`src/rtl/sreg_dreg_select_controller_pkg.sv`:
```
// ---------------------------------------------------------------
// sreg_dreg_select_controller_pkg : shared opcodes, states, classes
// Revision: 1.0
// ---------------------------------------------------------------
`default_nettype none

package sreg_dreg_select_controller_pkg;

  localparam logic [3:0] OP_TO   = 4'h1;
  localparam logic [3:0] OP_WITH = 4'h2;
  localparam logic [3:0] OP_FROM = 4'hB;

  localparam logic [3:0] DEFAULT_REG = 4'd0;

  typedef enum logic [1:0] {
    ST_IDLE  = 2'd0,
    ST_ARMED = 2'd1,
    ST_BUSY  = 2'd2,
    ST_MOVE  = 2'd3
  } state_t;

  // Bit positions of the one-hot opcode class vector
  localparam int CLS_WITH  = 0;
  localparam int CLS_TO    = 1;
  localparam int CLS_FROM  = 2;
  localparam int CLS_MOVE  = 3;
  localparam int CLS_MOVES = 4;
  localparam int CLS_OTHER = 5;
  localparam int CLS_W     = 6;

endpackage

`default_nettype wire

```
`src/rtl/sreg_dreg_select_controller_prefix_decode.sv`:
```
// ---------------------------------------------------------------
// gsu_prefix_decode : opcode + B flag -> one-hot class and reg field
// Revision: 1.0
// ---------------------------------------------------------------
`default_nettype none

module gsu_prefix_decode
  import sreg_dreg_select_controller_pkg::*;
(
  input  logic              [7:0] opcode,
  input  logic                    b_flag,
  output logic       [CLS_W-1:0] cls,
  output logic              [3:0] n
);

  logic [3:0] hi;

  assign hi = opcode[7:4];
  assign n  = opcode[3:0];

  // With B set, TO and FROM encodings become MOVE and MOVES
  always_comb begin
    cls = '0;
    if (hi == OP_WITH)                 cls[CLS_WITH]  = 1'b1;
    else if (hi == OP_TO   && !b_flag) cls[CLS_TO]    = 1'b1;
    else if (hi == OP_FROM && !b_flag) cls[CLS_FROM]  = 1'b1;
    else if (hi == OP_TO)              cls[CLS_MOVE]  = 1'b1;
    else if (hi == OP_FROM)            cls[CLS_MOVES] = 1'b1;
    else                               cls[CLS_OTHER] = 1'b1;
  end

endmodule

`default_nettype wire

```
`src/rtl/sreg_dreg_select_controller.sv`:
```
// ---------------------------------------------------------------
// sreg_dreg_select_controller : GSU Sreg/Dreg prefix sequencing
// Revision: 1.0
// ---------------------------------------------------------------
`default_nettype none

module sreg_dreg_select_controller #(
  parameter logic [3:0] DEFAULT_REG = sreg_dreg_select_controller_pkg::DEFAULT_REG,
  parameter int         MOVE_CYCLES = 1
) (
  input  logic       clk,
  input  logic       reset,
  input  logic       ins_valid,
  output logic       ins_ready,
  input  logic [7:0] ins_opcode,
  input  logic       ins_done,
  output logic [3:0] ysel,
  output logic [3:0] zsel,
  output logic       b_flag,
  output logic       move_we,
  output logic       moves_flags,
  output logic       busy
);

  import sreg_dreg_select_controller_pkg::*;

  localparam logic [1:0] LAST = 2'(MOVE_CYCLES - 1);

  state_t           state, state_nxt;
  logic [3:0]       sreg, sreg_nxt, dreg, dreg_nxt;
  logic [3:0]       ysel_nxt, zsel_nxt;
  logic             b_nxt, we_nxt, mf_nxt;
  logic             is_moves, is_moves_nxt;
  logic [1:0]       cnt, cnt_nxt;
  logic             accept;
  logic [CLS_W-1:0] cls;
  logic [3:0]       n;

  assign accept = ins_valid && ins_ready;

  gsu_prefix_decode u_decode (
    .opcode (ins_opcode),
    .b_flag (b_flag),
    .cls    (cls),
    .n      (n)
  );

  always_comb begin
    state_nxt    = state;
    sreg_nxt     = sreg;
    dreg_nxt     = dreg;
    ysel_nxt     = ysel;
    zsel_nxt     = zsel;
    b_nxt        = b_flag;
    we_nxt       = 1'b0;
    mf_nxt       = 1'b0;
    is_moves_nxt = is_moves;
    cnt_nxt      = cnt;

    unique case (state)
      ST_IDLE, ST_ARMED: begin
        if (accept) begin
          unique case (1'b1)
            cls[CLS_WITH]: begin
              sreg_nxt  = n;
              dreg_nxt  = n;
              ysel_nxt  = n;
              zsel_nxt  = n;
              b_nxt     = 1'b1;
              state_nxt = ST_ARMED;
            end
            cls[CLS_TO]: begin
              dreg_nxt  = n;
              zsel_nxt  = n;
              state_nxt = ST_ARMED;
            end
            cls[CLS_FROM]: begin
              sreg_nxt  = n;
              ysel_nxt  = n;
              state_nxt = ST_ARMED;
            end
            cls[CLS_MOVE], cls[CLS_MOVES]: begin
              is_moves_nxt = cls[CLS_MOVES];
              ysel_nxt     = cls[CLS_MOVES] ? n : sreg;
              zsel_nxt     = cls[CLS_MOVES] ? dreg : n;
              cnt_nxt      = 2'd0;
              we_nxt       = (LAST == 2'd0);
              mf_nxt       = (LAST == 2'd0) && cls[CLS_MOVES];
              state_nxt    = ST_MOVE;
            end
            default: begin
              ysel_nxt  = sreg;
              zsel_nxt  = dreg;
              state_nxt = ST_BUSY;
            end
          endcase
        end
      end
      ST_BUSY: begin
        if (ins_done) state_nxt = ST_IDLE;
      end
      ST_MOVE: begin
        if (cnt == LAST) begin
          state_nxt = ST_IDLE;
        end else begin
          cnt_nxt = cnt + 2'd1;
          we_nxt  = ((cnt + 2'd1) == LAST);
          mf_nxt  = ((cnt + 2'd1) == LAST) && is_moves;
        end
      end
      default: state_nxt = ST_IDLE;
    endcase

    // Leaving BUSY or MOVE drops the whole prefix context
    if ((state == ST_BUSY || state == ST_MOVE) && state_nxt == ST_IDLE) begin
      sreg_nxt = DEFAULT_REG;
      dreg_nxt = DEFAULT_REG;
      ysel_nxt = DEFAULT_REG;
      zsel_nxt = DEFAULT_REG;
      b_nxt    = 1'b0;
    end
  end

  always_ff @(posedge clk or posedge reset) begin
    if (reset) begin
      state       <= ST_IDLE;
      sreg        <= DEFAULT_REG;
      dreg        <= DEFAULT_REG;
      ysel        <= DEFAULT_REG;
      zsel        <= DEFAULT_REG;
      b_flag      <= 1'b0;
      move_we     <= 1'b0;
      moves_flags <= 1'b0;
      busy        <= 1'b0;
      ins_ready   <= 1'b1;
      is_moves    <= 1'b0;
      cnt         <= 2'd0;
    end else begin
      state       <= state_nxt;
      sreg        <= sreg_nxt;
      dreg        <= dreg_nxt;
      ysel        <= ysel_nxt;
      zsel        <= zsel_nxt;
      b_flag      <= b_nxt;
      move_we     <= we_nxt;
      moves_flags <= mf_nxt;
      busy        <= (state_nxt == ST_BUSY) || (state_nxt == ST_MOVE);
      ins_ready   <= (state_nxt == ST_IDLE) || (state_nxt == ST_ARMED);
      is_moves    <= is_moves_nxt;
      cnt         <= cnt_nxt;
    end
  end

endmodule

`default_nettype wire
```
`config.mk`:
```
export PLATFORM = sky130hd
export DESIGN_NAME = sreg_dreg_select_controller
export DESIGN_NICKNAME = d
export VERILOG_FILES = /design/src/rtl/sreg_dreg_select_controller_pkg.sv /design/src/rtl/sreg_dreg_select_controller_prefix_decode.sv /design/src/rtl/sreg_dreg_select_controller.sv
export SDC_FILE = /design/constraint.sdc
export NUM_CORES = 1
export LEC_CHECK = 0
export CAP_MARGIN = 10
export CORE_MARGIN = 2
export CORE_UTILIZATION = 45
export CTS_CLUSTER_DIAMETER = 200
export DETAILED_ROUTE_END_ITERATION = 7
export PLACE_DENSITY = 0.74
export SYNTH_ARGS = -nofsm -noshare
export SYNTH_HDL_FRONTEND = slang
export SYNTH_SLANG_ARGS = --single-unit
```
`constraint.sdc`:
```
create_clock -name clk -period 3.7 [get_ports clk]
set_input_delay 0.555 -clock clk [delete_from_list [all_inputs] [get_ports clk]]
set_output_delay 0.555 -clock clk [all_outputs]
set_load 0.03 [all_outputs]
```
==> parameters.txt, run 1 <==
Parameter                              Value

Timing
  Highest Clock Rate ... 0.4457 GHz
  Post-route clock period utilization ... 60.64%
  Worst Skew ... 0.007729 ns
  Number of failing setup endpoints in the final timing report ... 0
  Tmin final ... 2.244 ns
  Measured slew at the worst slew-check pin ... 0.9509 ns
  Post-route setup TNS ... 0 ns
  Unrepaired setup endpoints after global routing ... no
  Final max-slew violation count ... 0
  Count of endpoints failing hold in the final timing report ... 0
  Worst slew margin ... 36.53%

Synthesis
  Portion of synthesized cell area occupied by the leading cell type ... 45.03%
  Cell type with the highest aggregate area in the netlist ... dfrtp_1
  Ys Warns ... 0
  Register bit count reported by yosys ... 25
  Share of the yosys chip area belonging to registers ... 47.00%
  Fraction of synthesis flops using an asynchronous set or reset pin ... 100.0%
  Synth area leaders ... dfrtp_1 (45%), mux2i_1 (17%), nand2_1 (5.6%), nor2_1 (2.8%), o21ai_0 (2.3%)
  Most instantiated flip-flop cell in the synthesis netlist ... dfrtp_1
  Cells after synthesis ... 132
  Total nets after synthesis ... 146
  Count of flip-flops with a built-in enable after synthesis ... 0
  Mean area per synthesized cell ... 10.10 µm²
  Netlist area before placement ... 0.001334 mm²
  Unique masters post-synth ... 31

Critical path
  Worst R2R Start ... busy
  Arr. time, crit path ... 2.44 ns
  Slack of the worst reg-to-reg path ... 1.87 ns
  Startpoint types ... primary input
  Type of element capturing the critical path ... register
  Critical path type ... primary input to register
  Biggest fanout along the worst timing path ... 11
  Worst r2r dst ... is_moves
  Cell depth of the worst flop-to-flop path ... 4
  Data required time at the worst endpoint ... 3.90 ns

Hold path
  WHS Path Cells ... 2
  Hold Crit Endpoint ... sreg[1]
  Origin of the worst min-delay path ... sreg[1]
  Path type of the worst min-delay path ... register to register

Cells and area
  Number of standard cells in the final layout excluding fillers ... 186
  Fraction of final layout cells with drive strength greater than 1 ... 4.516%
  Fill cell total of the finished layout ... 249
  Layout Nets ... 170
  Count of inserted antenna diode cells ... 0
  Synth-to-layout area growth ... 20.45%

Global route
  Antenna violations before repair ... 0
  Final global-route overflow total ... 0
  Number of global-route vias before repair ... 1047
  Wire length of the first global-routing pass ... 4.554 mm
  Largest net degree at the start of global routing ... 26
  Total Routing Usage GR ... 17.30%

Die
  Number of I/O pins ... 25
  Effective utilization at floorplan ... 47.95%
  Die X ... 58.44 µm
  Count of standard-cell rows ... 19
  Overall die area ... 0.003415 mm²
  Chip Height ... 58.44 µm
  CORE AREA ... 0.002781 mm²

Route
  Average wire per cell in the routed design ... 14.17 µm
  Total wire length ... 2.635 mm
  Number of violations reported at the end of detailed-routing iteration 0 ... 27
  DRC viols ... 0
  Count of vias placed by the detailed router ... 1025
  Number of detailed-routing iterations run before antenna repair ... 4
  Residual antenna-violating net count after detailed routing ... 0
  Via density ... 5.511

Placed design
  Detailed Place HPWL ... 2.003 mm
  DP Cell Count ... 182
  Global placement routability congestion ... 0.7669
  Count of port buffers added during placement ... 24

CTS
  Total clock sinks ... 25
  Cts hold-fix bufs ... 0
  Clock Root Buffer ... clkbuf_4
  Resized Gates After CTS ... 0
  Post-CTS Setup Repair Bufs ... 0
  Clock latency reported for the late side of the worst-skew pair ... 0.32 ns
  Buffers from clock root to sink, at most ... 2
  Cts bufs inserted ... 3
  TritonCTS clock tree ... yes
  Clock H-tree levels ... 1
  Clock input transition at the sequential cells of the worst setup and hold paths ... 0.13 ns

Power
  Leakage power ... 0.7258 nW
  Power per Cell Area ... 608.8 mW/mm²
  Worst VDD drop ... 0.3652 mV

Status
  Outcome ... finished clean

Run
  Max-cap violation count ... 0
-- Yosys cell counts, drive strengths merged, types with 2 or more instances --
library cell  number
mux2i             22
inv                8
nand3b             2
nand2             20
clkbuf             2
o22ai              2
nand3              4
nor2b              4
dfrtp             24
a21oi              2
ha                 2
o21a               2
o21ai              8
buf                3
nor3b              3
nor2              10
nand2b             2
-- registers in the layout, summed over array words and instances, names as in the netlist --
name         flops
state            1
zsel             4
busy             1
is_moves         1
moves_flags      1
dreg             4
cnt              2
move_we          1
ysel             4
ins_ready        1
b_flag           1
sreg             4
-- where the power goes --
group / internal, W / switching (W)
clock network: 0.0000405 / 0.0000831
logic: 0.000182 / 0.000249
registers: 0.000358 / 0.0000660
total: 0.000580 / 0.000398
-- area by class of cell --
cell class                      count  area, µm²  area share (%)
Clock buffer                        3      22.52           1.402
Multi-Input combinational cell     94      643.1           40.03
Sequential cell                    25      626.9           39.02
Clock inverter                      1      5.005          0.3115
Tap cell                           31      38.79           2.414
Inverter                            8      30.03           1.869
Timing Repair Buffer               24      240.2           14.95
-- metrics by stage --
step / area, µm² / hold WS (ns) / utilization (%) / setup WS [ns] / total power, W
after global placement: 1579 / 0.4950 / 56.77 / 1.151 / 0.0008457
after CTS: 1607 / 0.5271 / 57.76 / 1.469 / 0.0009912
after floorplan: 1334 / 0.4780 / - / 1.757 / 0.0007025
after detailed placement: 1579 / 0.5091 / 56.77 / 1.116 / 0.0008657
after global routing: 1607 / 0.5726 / 57.76 / 1.313 / 0.001049
final: 1607 / 0.5244 / 57.76 / 1.456 / 0.0009781
-- worst max-delay path, stage by stage --
cell and delay [ns]:
clkdlybuf4s50_1 0.67, or4b_4 0.52, a2111oi_4 0.54, o21ai_0 0.16
-- kinds of logic after synthesis --
family	after synthesis	synth area share (%)
AO/OA/AOI/OAI	20	11.07
XOR/XNOR	2	1.314
adder cells (fa/ha/maj)	2	1.876
buffers and inverters	13	4.784
flip-flops	25	47.00
multiplexers	22	16.51
AND/OR/NAND/NOR	48	17.45
-- layout by cell type (no fill, tap or decap), types with 2 or more instances in the layout --
cell type,count
dfrtp_1,24
clkdlybuf4s50_1,24
mux2i_1,22
nand2_1,20
nor2_1,10
inv_1,8
o21ai_0,6
nor2b_1,4
nand3_1,4
nor3b_1,3
clkbuf_4,3
nand3b_1,2
nand2b_1,2
o21ai_1,2
o22ai_1,2
a21oi_1,2
o21a_1,2
ha_1,2
-- routing by layer --
layer / part of all wire, % / track usage (%) / wire [µm] / vias up
li1: - / - / - / 503
met1: 44 / 20.90 / 1155 / 502
met2: 52 / 32.10 / 1382 / 18
met3: 2.7 / 1.978 / 72 / 2
met4: 0.95 / 4.983 / 25 / 0
met5: 0 / 0 / 0 / -
-- worst max-delay path by stage --
stage,from,to,slack [ns],cells past startpoint
global route,ins_opcode[5],sreg[3],1.31,4
detailed placement,ins_opcode[5],sreg[0],1.12,4
global placement,ins_opcode[5],sreg[2],1.15,4
finish,ins_opcode[5],sreg[0],1.46,4
CTS,ins_opcode[5],sreg[0],1.47,4
floorplan,ins_opcode[7],sreg[0],1.76,4
Note: power is estimated with default switching activity, not from simulation.
==> run 2, diff against run 1 <==
Clock period 3.7 ns to 2.29 ns, I/O delays scaled along.
==> parameters.txt, run 2 (synthesis results as in run 1) <==
Parameter                              Value

Timing
  Final max-slew violation count ... 0
  Worst slew margin ... 65.09%
  Worst Skew ... 0.007200 ns
  Post-route clock period utilization ... 84.24%
  Number of failing setup endpoints in the final timing report ... 0
  Final-layout worst hold slack ... 0.3512 ns
  Unrepaired setup endpoints after global routing ... no
  Count of endpoints failing hold in the final timing report ... 0
  Post-route worst setup slack ... 0.3610 ns
  Tmin final ... 1.929 ns
  Measured slew at the worst slew-check pin ... 0.5231 ns
  Highest Clock Rate ... 0.5184 GHz
  Post-route setup TNS ... 0 ns

Cells and area
  Count of inserted antenna diode cells ... 0
  Layout Nets ... 176
  Post-route design area ... 0.001654 mm²
  Fraction of final layout cells with drive strength greater than 1 ... 8.075%
  Commonest cells after routing, fill and taps aside ... dfrtp_1 (24), clkdlybuf4s50_1 (24), mux2i_1 (22)
  Fill cell total of the finished layout ... 251
  Reg area ... 626.9 µm²
  Synth-to-layout area growth ... 24.02%
  Area of the multi-input gates ... 643.1 µm²

Critical path
  Biggest fanout along the worst timing path ... 4
  Highest cell delay on the worst timing path ... 0.68 ns
  Critical path, cell by cell ... clkdlybuf4s50_1
  CP bufs+invs ... 1
  Critical Path Stages ... 1
  Data required time at the worst endpoint ... 1.95 ns
  Worst r2r dst ... is_moves
  Slack of the worst reg-to-reg path ... 0.49 ns
  Crit path launch ... ins_ready
  Arr. time, crit path ... 1.59 ns
  Cell depth of the worst flop-to-flop path ... 4
  Startpoint types ... register
  Crit path max-delay cell type ... clkdlybuf4s50_1
  Type of element capturing the critical path ... primary output
  Worst setup path endpoint ... ins_ready
  Worst R2R Start ... busy
  Critical path's top delay family ... buffers and inverters
  Critical path type ... register to primary output

Placed design
  DP Area ... 0.001624 mm²
  Detailed Place HPWL ... 2.064 mm
  Global placement routability congestion ... 0.8031
  Pre-CTS setup slack ... 0.09761 ns
  Count of port buffers added during placement ... 24

Die
  Die X ... 58.44 µm
  Number of I/O pins ... 25
  CORE AREA ... 0.002781 mm²
  Overall die area ... 0.003415 mm²
  Count of standard-cell rows ... 19
  Effective utilization at floorplan ... 47.95%
  Chip Height ... 58.44 µm

CTS
  Clock H-tree levels ... 1
  Total clock sinks ... 25
  Cts hold-fix bufs ... 0
  Post-CTS Setup Repair Bufs ... 0
  TritonCTS clock tree ... yes
  Resized Gates After CTS ... 0
  Clock input transition at the sequential cells of the worst setup and hold paths ... 0.14 ns
  Clock latency reported for the late side of the worst-skew pair ... 0.32 ns
  Buffers from clock root to sink, at most ... 2
  Clock Root Buffer ... clkbuf_4
  Cts bufs inserted ... 3

Power
  Leakage power ... 0.7512 nW
  Total power consumption of the routed design ... 0.001598 W
  Worst VDD drop ... 0.6542 mV
  Power per Cell Area ... 966.1 mW/mm²

Route
  Count of vias placed by the detailed router ... 1048
  DRC viols ... 0
  Total wire length ... 2.709 mm
  Average wire per cell in the routed design ... 14.11 µm
  Residual antenna-violating net count after detailed routing ... 0
  Number of violations reported at the end of detailed-routing iteration 0 ... 26
  Via density ... 5.458
  Number of detailed-routing iterations run before antenna repair ... 4

Global route
  GR met1 Demand/Resource ... 20.59%
  Final global-route overflow total ... 0
  Total Routing Usage GR ... 17.62%
  Antenna violations before repair ... 0
  GR Layer Usage met3 ... 3.956%
  Most utilized layer in the global route result ... met2
  Met2 Track Usage GR ... 32.74%
  Largest net degree at the start of global routing ... 26
  Wire length of the first global-routing pass ... 4.643 mm
  Number of global-route vias before repair ... 1098

Status
  Outcome ... finished clean

Run
  Max-cap violation count ... 0

Hold path
  Path type of the worst min-delay path ... primary input to asynchronous set/reset pin
-- run 2: how the worst min path moves through the flow --
stage	start	endpoint	cells after the start
after detailed placement	is_moves	is_moves	2
after global placement	cnt[0]	cnt[0]	1
final	reset	ysel[1]	3
after CTS	reset	ysel[1]	3
after floorplan	reset	b_flag	1
after global routing	reset	ysel[1]	3
-- run 2: layout make-up --
| type | count | share of cell area (%) |
|---|---|---|
| Inverter | 8 | 1.815 |
| Timing Repair Buffer | 30 | 17.25 |
| Clock inverter | 1 | 0.4539 |
| Sequential cell | 25 | 37.90 |
| Clock buffer | 3 | 1.362 |
| Multi-Input combinational cell | 94 | 38.88 |
| Tap cell | 31 | 2.345 |
-- run 2: power by group --
group / internal, W / total (W) / switching, W
registers: 0.000578 / 0.000689 / 0.000111
clock network: 0.0000668 / 0.000203 / 0.000136
logic: 0.000305 / 0.000706 / 0.000401
-- run 2: stage by stage --
| step | cells | utilization, % |
|---|---|---|
| floorplan | 132 | - |
| global placement | 188 | 58.39 |
| detailed placement | 188 | 58.39 |
| CTS | 192 | 59.47 |
| global route | 192 | 59.47 |
| finish | 192 | 59.47 |
-- run 2: per-layer routing --
layer | share of wire (%) | routed length [µm]
met2 | 54 | 1461
met1 | 42 | 1125
met5 | 0 | 0
met4 | 0.63 | 17
met3 | 3.8 | 104
==> run 3, diff against run 2 <==
Clock period 2.29 ns to 1.8 ns, I/O delays scaled along.
==> parameters.txt, run 3 (synthesis results as in run 1) <==
Parameter                              Value

Placed design
  Count of port buffers added during placement ... 24
  Detailed Place HPWL ... 2.209 mm
  Global placement routability congestion ... 0.8259
  DP Area ... 0.001692 mm²

Global route
  Number of global-route vias before repair ... 1161
  Wire length of the first global-routing pass ... 4.864 mm
  Antenna violations before repair ... 0
  Final global-route overflow total ... 0
  Total Routing Usage GR ... 18.59%
  Largest net degree at the start of global routing ... 26

Power
  Power per Cell Area ... 1209 mW/mm²
  Leakage power ... 0.8132 nW
  Worst VDD drop ... 0.9503 mV

Timing
  Unrepaired setup endpoints after global routing ... no
  Post-route setup TNS ... 0 ns
  Measured slew at the worst slew-check pin ... 0.4816 ns
  Highest Clock Rate ... 0.5953 GHz
  Count of endpoints failing hold in the final timing report ... 0
  Worst Skew ... 0.01830 ns
  Tmin final ... 1.680 ns
  Post-route clock period utilization ... 93.32%
  Number of failing setup endpoints in the final timing report ... 0
  Worst slew margin ... 67.68%
  Final max-slew violation count ... 0

Route
  Residual antenna-violating net count after detailed routing ... 0
  Total wire length ... 2.838 mm
  Average wire per cell in the routed design ... 14.12 µm
  Number of violations reported at the end of detailed-routing iteration 0 ... 31
  Count of vias placed by the detailed router ... 1083
  DRC viols ... 0
  Via density ... 5.388
  Number of detailed-routing iterations run before antenna repair ... 4

Critical path
  Data required time at the worst endpoint ... 2.07 ns
  Arr. time, crit path ... 1.95 ns
  Startpoint types ... primary input
  Highest cell delay on the worst timing path ... 0.56 ns
  Critical path's top delay family ... simple AND/OR/NAND/NOR gates
  CP bufs+invs ... 2
  Critical path type ... primary input to register
  Critical path, cell by cell ... clkdlybuf4s50_1 > or4b_4 > a2111oi_4 > buf_4 > nand3_1 > o21ai_1
  Biggest fanout along the worst timing path ... 8
  Type of element capturing the critical path ... register
  Crit path max-delay cell type ... or4b_4

CTS
  Total clock sinks ... 25
  Cts hold-fix bufs ... 0
  Clock input transition at the sequential cells of the worst setup and hold paths ... 0.14 ns
  Buffers from clock root to sink, at most ... 2
  TritonCTS clock tree ... yes
  Clock Root Buffer ... clkbuf_4
  Clock latency reported for the late side of the worst-skew pair ... 0.33 ns
  Clock H-tree levels ... 1
  Post-CTS Setup Repair Bufs ... 0
  Resized Gates After CTS ... 2
  Cts bufs inserted ... 3

Die
  Number of I/O pins ... 25
  Effective utilization at floorplan ... 47.95%
  Die X ... 58.44 µm
  CORE AREA ... 0.002781 mm²
  Chip Height ... 58.44 µm
  Count of standard-cell rows ... 19
  Overall die area ... 0.003415 mm²

Cells and area
  Post-route design area ... 0.001725 mm²
  Count of inserted antenna diode cells ... 0
  Fill cell total of the finished layout ... 246
  Synth-to-layout area growth ... 29.36%
  Fraction of final layout cells with drive strength greater than 1 ... 13.53%
  Core occupancy in the finished layout ... 62.03%
  Most common cell after layout, fill and taps aside ... dfrtp_1
  Layout Nets ... 185
  Commonest cells after routing, fill and taps aside ... dfrtp_1 (24), mux2i_1 (22), clkdlybuf4s50_1 (21)

Run
  Max-cap violation count ... 0

Hold path
  Path type of the worst min-delay path ... primary input to asynchronous set/reset pin

Status
  Outcome ... finished clean
## run 3: cell count changes in the layout (fill, tap and decap cells not counted)
cell	previous run	this run
buf_4	6	15
clkdlybuf4s50_1	24	21
dlygate4sd2_1	0	2
clkbuf_1	0	1
clkinvlp_4	1	0
dlymetal6s2s_1	0	1
nor2_1	10	9
nor2_2	0	1
or3_1	1	0
or3_4	0	1
## run 3: final cells by class
cell class	instances	area, µm²	area share [%]
tap	31	38.79	2.248
inverter	8	30.03	1.740
multi-input combinational	94	650.6	37.71
clock buffer	4	26.28	1.523
timing repair buffer	39	352.8	20.45
sequential	25	626.9	36.33
## run 3: per-stage QoR
step / hold WS, ns / cells / setup WS (ns) / total power [W]
finish: 0.2608 / 201 / 0.1202 / 0.002086
global route: 0.3214 / 201 / 0.006894 / 0.002235
CTS: 0.2765 / 201 / 0.006530 / 0.002106
detailed placement: 0.5150 / 197 / -0.2403 / 0.001863
global placement: 0.4985 / 197 / -0.2188 / 0.001822
floorplan: 0.2966 / 132 / 0.02186 / 0.001444
## run 3: worst paths after layout
| kind | from | to | slack [ns] | cells after the start |
|---|---|---|---|---|
| setup / recovery | ins_opcode[6] | sreg[1] | 0.12 | 6 |
| hold / removal | reset | cnt[0] | 0.26 | 3 |
| setup reg to reg | ins_ready | is_moves | 0.15 | 4 |
| hold reg to reg | cnt[0] | cnt[0] | 0.53 | 1 |
| max in group asynchronous | reset | ins_ready | 1.25 | 3 |
| min in group clk | cnt[0] | cnt[0] | 0.53 | 1 |
## run 3: layer usage
layer / GRT usage [%] / routed length (µm)
met1: 21.02 / 1164
met2: 35.15 / 1553
met3: 3.297 / 91
met4: 5.648 / 29
met5: 0 / 0
## run 3: tightest hold or removal path, stage by stage
cell             delay, ns
clkdlybuf4s50_1       0.39
inv_1                 0.05
buf_4                 0.30
## run 3: report_power, final
part / switching [W] / internal [W]
sequential: 0.000122 / 0.000736
combinational: 0.000542 / 0.000431
clock: 0.000167 / 0.0000869
